[config.mk]
export PLATFORM = sky130hd
export DESIGN_NAME = axi_master_arbiter
export DESIGN_NICKNAME = d
export VERILOG_FILES = /design/src/rtl/axi_bus_pkg.sv /design/src/rtl/axi_rr_arbiter.sv /design/src/rtl/axi_master_arbiter.sv
export SDC_FILE = /design/constraint.sdc
export NUM_CORES = 1
export LEC_CHECK = 0
export BUFFER_PORTS_ARGS = -buffer_cell sky130_fd_sc_hd__buf_2
export CORE_MARGIN = 5
export CORE_UTILIZATION = 55
export CTS_CLUSTER_SIZE = 16
export DETAILED_ROUTE_END_ITERATION = 6
export PLACE_DENSITY = 0.8
export SYNTH_ARGS = -nofsm -noshare
export SYNTH_HDL_FRONTEND = slang
export SYNTH_SLANG_ARGS = --single-unit
[constraint.sdc]
create_clock -name clk -period 5.6 [get_ports clk]
set_clock_uncertainty 0.15 [all_clocks]
set_input_delay 0.28 -clock clk [delete_from_list [all_inputs] [get_ports clk]]
set_output_delay 0.28 -clock clk [all_outputs]
set_load 0.05 [all_outputs]
[src/rtl/axi_bus_pkg.sv]
// Shared AXI bus definitions: ID layout helpers, encodings
// and the arbiter state type used across the interconnect.
package axi_bus_pkg;

  localparam logic [1:0] BURST_FIXED = 2'b00;
  localparam logic [1:0] BURST_INCR  = 2'b01;
  localparam logic [1:0] BURST_WRAP  = 2'b10;

  localparam logic [1:0] RESP_OKAY   = 2'b00;
  localparam logic [1:0] RESP_EXOKAY = 2'b01;
  localparam logic [1:0] RESP_SLVERR = 2'b10;
  localparam logic [1:0] RESP_DECERR = 2'b11;

  typedef enum logic {
    ARB_IDLE,
    ARB_GRANT
  } arb_state_e;

  // Bus ID = master index prepended to the master's own ID.
  function automatic int unsigned bus_id_w(
    input int unsigned m_width,
    input int unsigned m_id
  );
    return m_id + m_width;
  endfunction

  // Master index sits in the bits above the per-master ID.
  function automatic int unsigned master_idx(
    input int unsigned id,
    input int unsigned m_id
  );
    return id >> m_id;
  endfunction

endpackage

[src/rtl/axi_rr_arbiter.sv]
// Round-robin grant FSM: holds a grant until handshake,
// then hands priority to the next master after the winner.
module axi_rr_arbiter
  import axi_bus_pkg::*;
#(
  parameter int W = 2
) (
  input  logic             clk,
  input  logic             rst,
  input  logic [2**W-1:0]  req_i,
  input  logic             hs_i,
  input  logic             block_i,
  output logic [W-1:0]     sel_o,
  output logic             open_o
);

  localparam int N = 2 ** W;

  arb_state_e state_q, state_d;
  logic [W-1:0] sel_q, sel_d;
  logic [W-1:0] last_q, last_d;
  logic [W-1:0] pick;
  logic [W-1:0] idx;
  logic         found;

  // First requester after the last winner, wrapping around.
  always_comb begin
    pick  = '0;
    idx   = '0;
    found = 1'b0;
    for (int k = 1; k <= N; k++) begin
      idx = last_q + W'(k);
      if (!found && req_i[idx]) begin
        pick  = idx;
        found = 1'b1;
      end
    end
  end

  // Grant when idle; release on the handshake.
  always_comb begin
    state_d = state_q;
    sel_d   = sel_q;
    last_d  = last_q;
    unique case (state_q)
      ARB_IDLE: begin
        if (found && !block_i) begin
          sel_d   = pick;
          state_d = ARB_GRANT;
        end
      end
      ARB_GRANT: begin
        if (hs_i) begin
          last_d  = sel_q;
          state_d = ARB_IDLE;
        end
      end
      default: state_d = ARB_IDLE;
    endcase
  end

  // State, parked select and priority pointer.
  always_ff @(posedge clk) begin
    if (rst) begin
      state_q <= ARB_IDLE;
      sel_q   <= '0;
      last_q  <= W'(N - 1);
    end else begin
      state_q <= state_d;
      sel_q   <= sel_d;
      last_q  <= last_d;
    end
  end

  assign sel_o  = sel_q;
  assign open_o = (state_q == ARB_GRANT);

endmodule

[src/rtl/axi_master_arbiter.sv]
// Select generator for axi_master_switch: AW/AR round-robin,
// W steered in AW order, B/R steered from the ID master field.
module axi_master_arbiter
  import axi_bus_pkg::*;
#(
  parameter int M_WIDTH  = 2,
  parameter int M_ID     = 2,
  parameter int WQ_DEPTH = 4
) (
  input  logic                    clk,
  input  logic                    rst,
  input  logic [2**M_WIDTH-1:0]   MASTER_WR_ADDR_VALID,
  input  logic [2**M_WIDTH-1:0]   MASTER_RD_ADDR_VALID,
  input  logic                    BUS_WR_ADDR_VALID,
  input  logic                    BUS_WR_ADDR_READY,
  input  logic                    BUS_WR_DATA_VALID,
  input  logic                    BUS_WR_DATA_READY,
  input  logic                    BUS_WR_DATA_LAST,
  input  logic [M_ID+M_WIDTH-1:0] BUS_WR_BACK_ID,
  input  logic                    BUS_RD_ADDR_VALID,
  input  logic                    BUS_RD_ADDR_READY,
  input  logic [M_ID+M_WIDTH-1:0] BUS_RD_BACK_ID,
  output logic [M_WIDTH-1:0]      wr_addr_sel,
  output logic [M_WIDTH-1:0]      wr_data_sel,
  output logic [M_WIDTH-1:0]      wr_resp_sel,
  output logic [M_WIDTH-1:0]      rd_addr_sel,
  output logic [M_WIDTH-1:0]      rd_data_sel,
  output logic                    wr_addr_open,
  output logic                    wr_data_open,
  output logic                    rd_addr_open
);

  localparam int IDW = bus_id_w(M_WIDTH, M_ID);
  localparam int AW  = $clog2(WQ_DEPTH);

  logic aw_hs, ar_hs;
  logic push, pop, do_push;
  logic full, empty;

  logic [M_WIDTH-1:0] mem_q [WQ_DEPTH];
  logic [AW-1:0]      wptr_q, wptr_d;
  logic [AW-1:0]      rptr_q, rptr_d;
  logic [AW:0]        cnt_q, cnt_d;

  assign aw_hs = BUS_WR_ADDR_VALID & BUS_WR_ADDR_READY
               & wr_addr_open;
  assign ar_hs = BUS_RD_ADDR_VALID & BUS_RD_ADDR_READY
               & rd_addr_open;

  axi_rr_arbiter #(.W(M_WIDTH)) u_aw_arb (
    .clk     (clk),
    .rst     (rst),
    .req_i   (MASTER_WR_ADDR_VALID),
    .hs_i    (aw_hs),
    .block_i (full),
    .sel_o   (wr_addr_sel),
    .open_o  (wr_addr_open)
  );

  axi_rr_arbiter #(.W(M_WIDTH)) u_ar_arb (
    .clk     (clk),
    .rst     (rst),
    .req_i   (MASTER_RD_ADDR_VALID),
    .hs_i    (ar_hs),
    .block_i (1'b0),
    .sel_o   (rd_addr_sel),
    .open_o  (rd_addr_open)
  );

  assign full  = (cnt_q == (AW+1)'(WQ_DEPTH));
  assign empty = (cnt_q == '0);
  assign push  = aw_hs;
  assign pop   = BUS_WR_DATA_VALID & BUS_WR_DATA_READY
               & BUS_WR_DATA_LAST & ~empty;
  assign do_push = push & (~full | pop);

  // Order FIFO pointer and occupancy update.
  always_comb begin
    wptr_d = wptr_q;
    rptr_d = rptr_q;
    cnt_d  = cnt_q;
    if (do_push) wptr_d = wptr_q + 1'b1;
    if (pop)     rptr_d = rptr_q + 1'b1;
    cnt_d = cnt_q + (AW+1)'(do_push) - (AW+1)'(pop);
  end

  // Order FIFO control registers.
  always_ff @(posedge clk) begin
    if (rst) begin
      wptr_q <= '0;
      rptr_q <= '0;
      cnt_q  <= '0;
    end else begin
      wptr_q <= wptr_d;
      rptr_q <= rptr_d;
      cnt_q  <= cnt_d;
    end
  end

  // Order FIFO storage; contents are don't-care while empty.
  always_ff @(posedge clk) begin
    if (do_push) mem_q[wptr_q] <= wr_addr_sel;
  end

  assign wr_data_sel  = empty ? '0 : mem_q[rptr_q];
  assign wr_data_open = ~empty;

  assign wr_resp_sel = M_WIDTH'(master_idx(
    32'(BUS_WR_BACK_ID), M_ID));
  assign rd_data_sel = M_WIDTH'(master_idx(
    32'(BUS_RD_BACK_ID), M_ID));

endmodule

==> run summary <==
The number of ports placed on the die boundary came out at 38. Walking the worst path, the cells encountered are nor3_2 > nor2_2 > ha_1 > inv_1 > ha_1 > inv_1 > fa_1 > xor2_1 > xnor2_1 > nor2_1. The count of final max-slew check failures came out at 0. The kind of cell with the highest combined delay along the critical path is adder cells. The synthesized area per cell is 10.3 sq um. The number of hold buffers added after cts came out at 0.

The count of nets left with antenna violations after detail routing is 0. The H-tree level count is 1. The total of fill cells in the finished design came out at 208. The number of hold violations in the final report came out at 0. The cell row count came out at 18.

By area the synthesized netlist is led by dfxtp_1 27%, edfxtp_1 17%, ha_1 5.4%. The first global-routing pass estimated 3.90 mm of wire. The max-slew headroom at the worst pin is 0.727. The cell type with the largest total area after synthesis is dfxtp_1. The class of the tightest hold or removal check is input pin to register.

The number of antenna violations at the first check in global routing is 0. The half-perimeter wire length of the detailed placement result came out at 1.86 mm. On the critical path, the stage with the largest delay is an instance of dfxtp_1. Data on the critical path arrives at its endpoint at 2450 ps. For this run, the total global-route usage over all layers was measured as 0.137.

The via count is 997. The critical path contains buffers and inverters numbering 2 combined. The number of unique standard cell types used by synthesis came out at 33. The most used flip-flop cell after synthesis is dfxtp_1. The total of endpoints with negative setup slack in the final report is 0. The CTS clock-pin slew for the worst setup and hold paths came out at 130 ps.

Across the run, the number of max-cap violations was 0. The highest fanout seen on the critical path came out at 5. The weighted congestion at the end of routability-driven global placement came out at 0.797. The initial utilization of the core area, before any placement, comes to 0.566.

Derived from the worst setup path, the maximum achievable clock frequency is 416 MHz. The maximum ir drop on the vdd rail came out at 0.000304 V. The clock tree from TritonCTS is built. The total CTS buffers is 3.

Setup repair after global routing left no endpoint under its margin. The sum of routed wire length over all layers came out at 2.25 mm. The flop and latch count out of synthesis came out at 27. Prior to clock tree synthesis, the placed netlist has a worst setup slack of 3210 ps.

The smallest clock period supported by the final layout is computed as 2400 ps. The largest stage delay on the critical path came out at 410 ps. The worst setup path is launched from a register. The final routed DRC violation total is 0.

The layout overhead on the synthesized area came out at 10.9%. The die outline area came out at 0.00363 sq mm. The sequential share of the synthesized area came out at 0.447. At the end of the flow the core is filled with cells to 0.627. The antenna cell count came out at 0. Leaving out fill and tap cells, the most frequent cell in the layout is buf_2. The die is 60.3 um wide. The leakage power is 0.680 nW. The number of global-route vias before repair came out at 958.

Counting every sink on the clock net gives 27. Across all setup checks in the final design, the least slack found is 3200 ps. Of the post-synthesis cell area, the dominant cell type holds 0.274. Counting flops with a built-in enable in the synthesized netlist gives 8.

The routed via count divided by cell count came out at 5.30. Of all flip-flops after synthesis, the portion carrying an async set or reset was 0. The slew at the pin closest to its max-slew limit is 406 ps. The count of buffers added on input and output ports is 25. The total iterations of the first detailed-routing run is 4.

The run finished with clean final reports. The total number of nets in the final design is 191. Power spread over the standard cell area amounts to 289 mW/mm^2. The core region is 0.00245 sq mm.

The overall die height is 60.3 um. The gate count after technology mapping is 135. The post-synthesis net count came out at 167. The cell area after synthesis came out at 0.00139 sq mm. In the finished design, the share of the clock period the worst path needs comes to 0.429.

The library cell used as clock root buffer is clkbuf_4. At the later pin of the worst-skew pair, clock insertion delay measures 300 ps. The per-cell routed wire length came out at 12.0 um. The final total negative setup slack is 0 ps. The nature of the critical path endpoint is a register. The number of violations reported at the end of detailed-routing iteration 0 came out at 15. The yosys synthesis warning count is 0. Leaving out fill and tap cells, the most frequent cells in the layout are 25 x buf_2, 19 x dfxtp_1, 18 x nor2_1. The required arrival time at the worst endpoint is 5650 ps. The layout cell share with drive strength beyond 1 came out at 0.241.

The pin count of the biggest net entering global routing came out at 19. Global routing finished with a remaining overflow of 0. The number of cells upsized or downsized after cts came out at 0. Once the clock tree was built, the setup fixing pass inserted 0 buffers. The clock passes through at most 2 buffers.

By startpoint and endpoint, the worst setup path is classified as register to register.
[state kept, by name, summed over array words and instances, names as in the netlist, named ones only]
register,cells
wptr_q,2
u_aw_arb.sel_o,2
rptr_q,2
mem_q,8
cnt_q,3
u_ar_arb.open_o,1
u_aw_arb.last_q,2
u_ar_arb.sel_o,2
u_aw_arb.open_o,1
u_ar_arb.last_q,2
[stage by stage]
stage	hold WS, ps	std cells	total power, mW	area (sq um)
floorplan	313	135	0.348	1390
global placement	322	184	0.370	1510
detailed placement	343	184	0.374	1510
CTS	134	188	0.449	1540
global route	126	188	0.473	1540
finish	142	188	0.445	1540
[cell families (layout without fill, tap and decap cells)]
logic type / count (synthesis) / count (layout) / share of synthesized area
mux: 8 / 8 / 0.0757
compound gates: 21 / 21 / 0.112
xor+xnor: 5 / 5 / 0.0315
simple gates: 50 / 50 / 0.209
buf+inv: 17 / 40 / 0.0568
fa+ha+maj: 7 / 7 / 0.0685
flops: 27 / 27 / 0.447
[layout make-up]
type / instances / area (sq um) / share of cell area
inverter: 11 / 41.3 / 0.0268
clock buffer: 4 / 26.3 / 0.0171
multi-input combinational: 91 / 689 / 0.448
tap: 30 / 37.5 / 0.0244
timing repair buffer: 25 / 125 / 0.0812
sequential: 27 / 621 / 0.403
[synthesized netlist by cell type, types with 2 or more instances]
master / n
inv_1: 11
nand2b_1: 7
buf_4: 4
xnor2_1: 4
dfxtp_1: 19
nand3_1: 4
nor2b_1: 3
mux2i_1: 6
o21ai_0: 4
nand2_1: 6
a21oi_1: 2
and2_1: 4
a311oi_1: 3
o22ai_1: 4
nor2_1: 18
ha_1: 6
mux4_2: 2
clkbuf_1: 2
o221ai_1: 4
a21o_1: 2
edfxtp_1: 8
[power by group]
group | leakage, nW | total [mW] | internal (mW) | switching (mW)
sequential | 0.229 | 0.237 | 0.219 | 0.0186
clock | 0.0150 | 0.0768 | 0.0277 | 0.0491
combinational | 0.436 | 0.131 | 0.0450 | 0.0863
total | 0.680 | 0.445 | 0.291 | 0.154
[per-layer routing]
metal | vias up | part of all wire | GRT usage
met5 | - | 0 | 0
met4 | 0 | 0.0075 | 0.0222
met3 | 4 | 0.072 | 0.0346
met2 | 25 | 0.48 | 0.244
met1 | 454 | 0.44 | 0.168
li1 | 514 | - | -
[worst min-delay path, stage by stage]
cell	delay, ps
buf_2	110
nand2_1	50
a21oi_1	60
nor2_1	70
[worst paths after layout]
check,start,to,slack [ps],cells after the start
worst max-delay path,cnt_q[1],cnt_q[2],3200,10
worst min-delay path,BUS_WR_ADDR_READY,u_aw_arb.open_o,140,4
worst max register to register,cnt_q[1],cnt_q[2],3200,10
worst min register to register,u_ar_arb.open_o,u_ar_arb.open_o,360,2
Note: power is estimated with default switching activity, not from simulation.
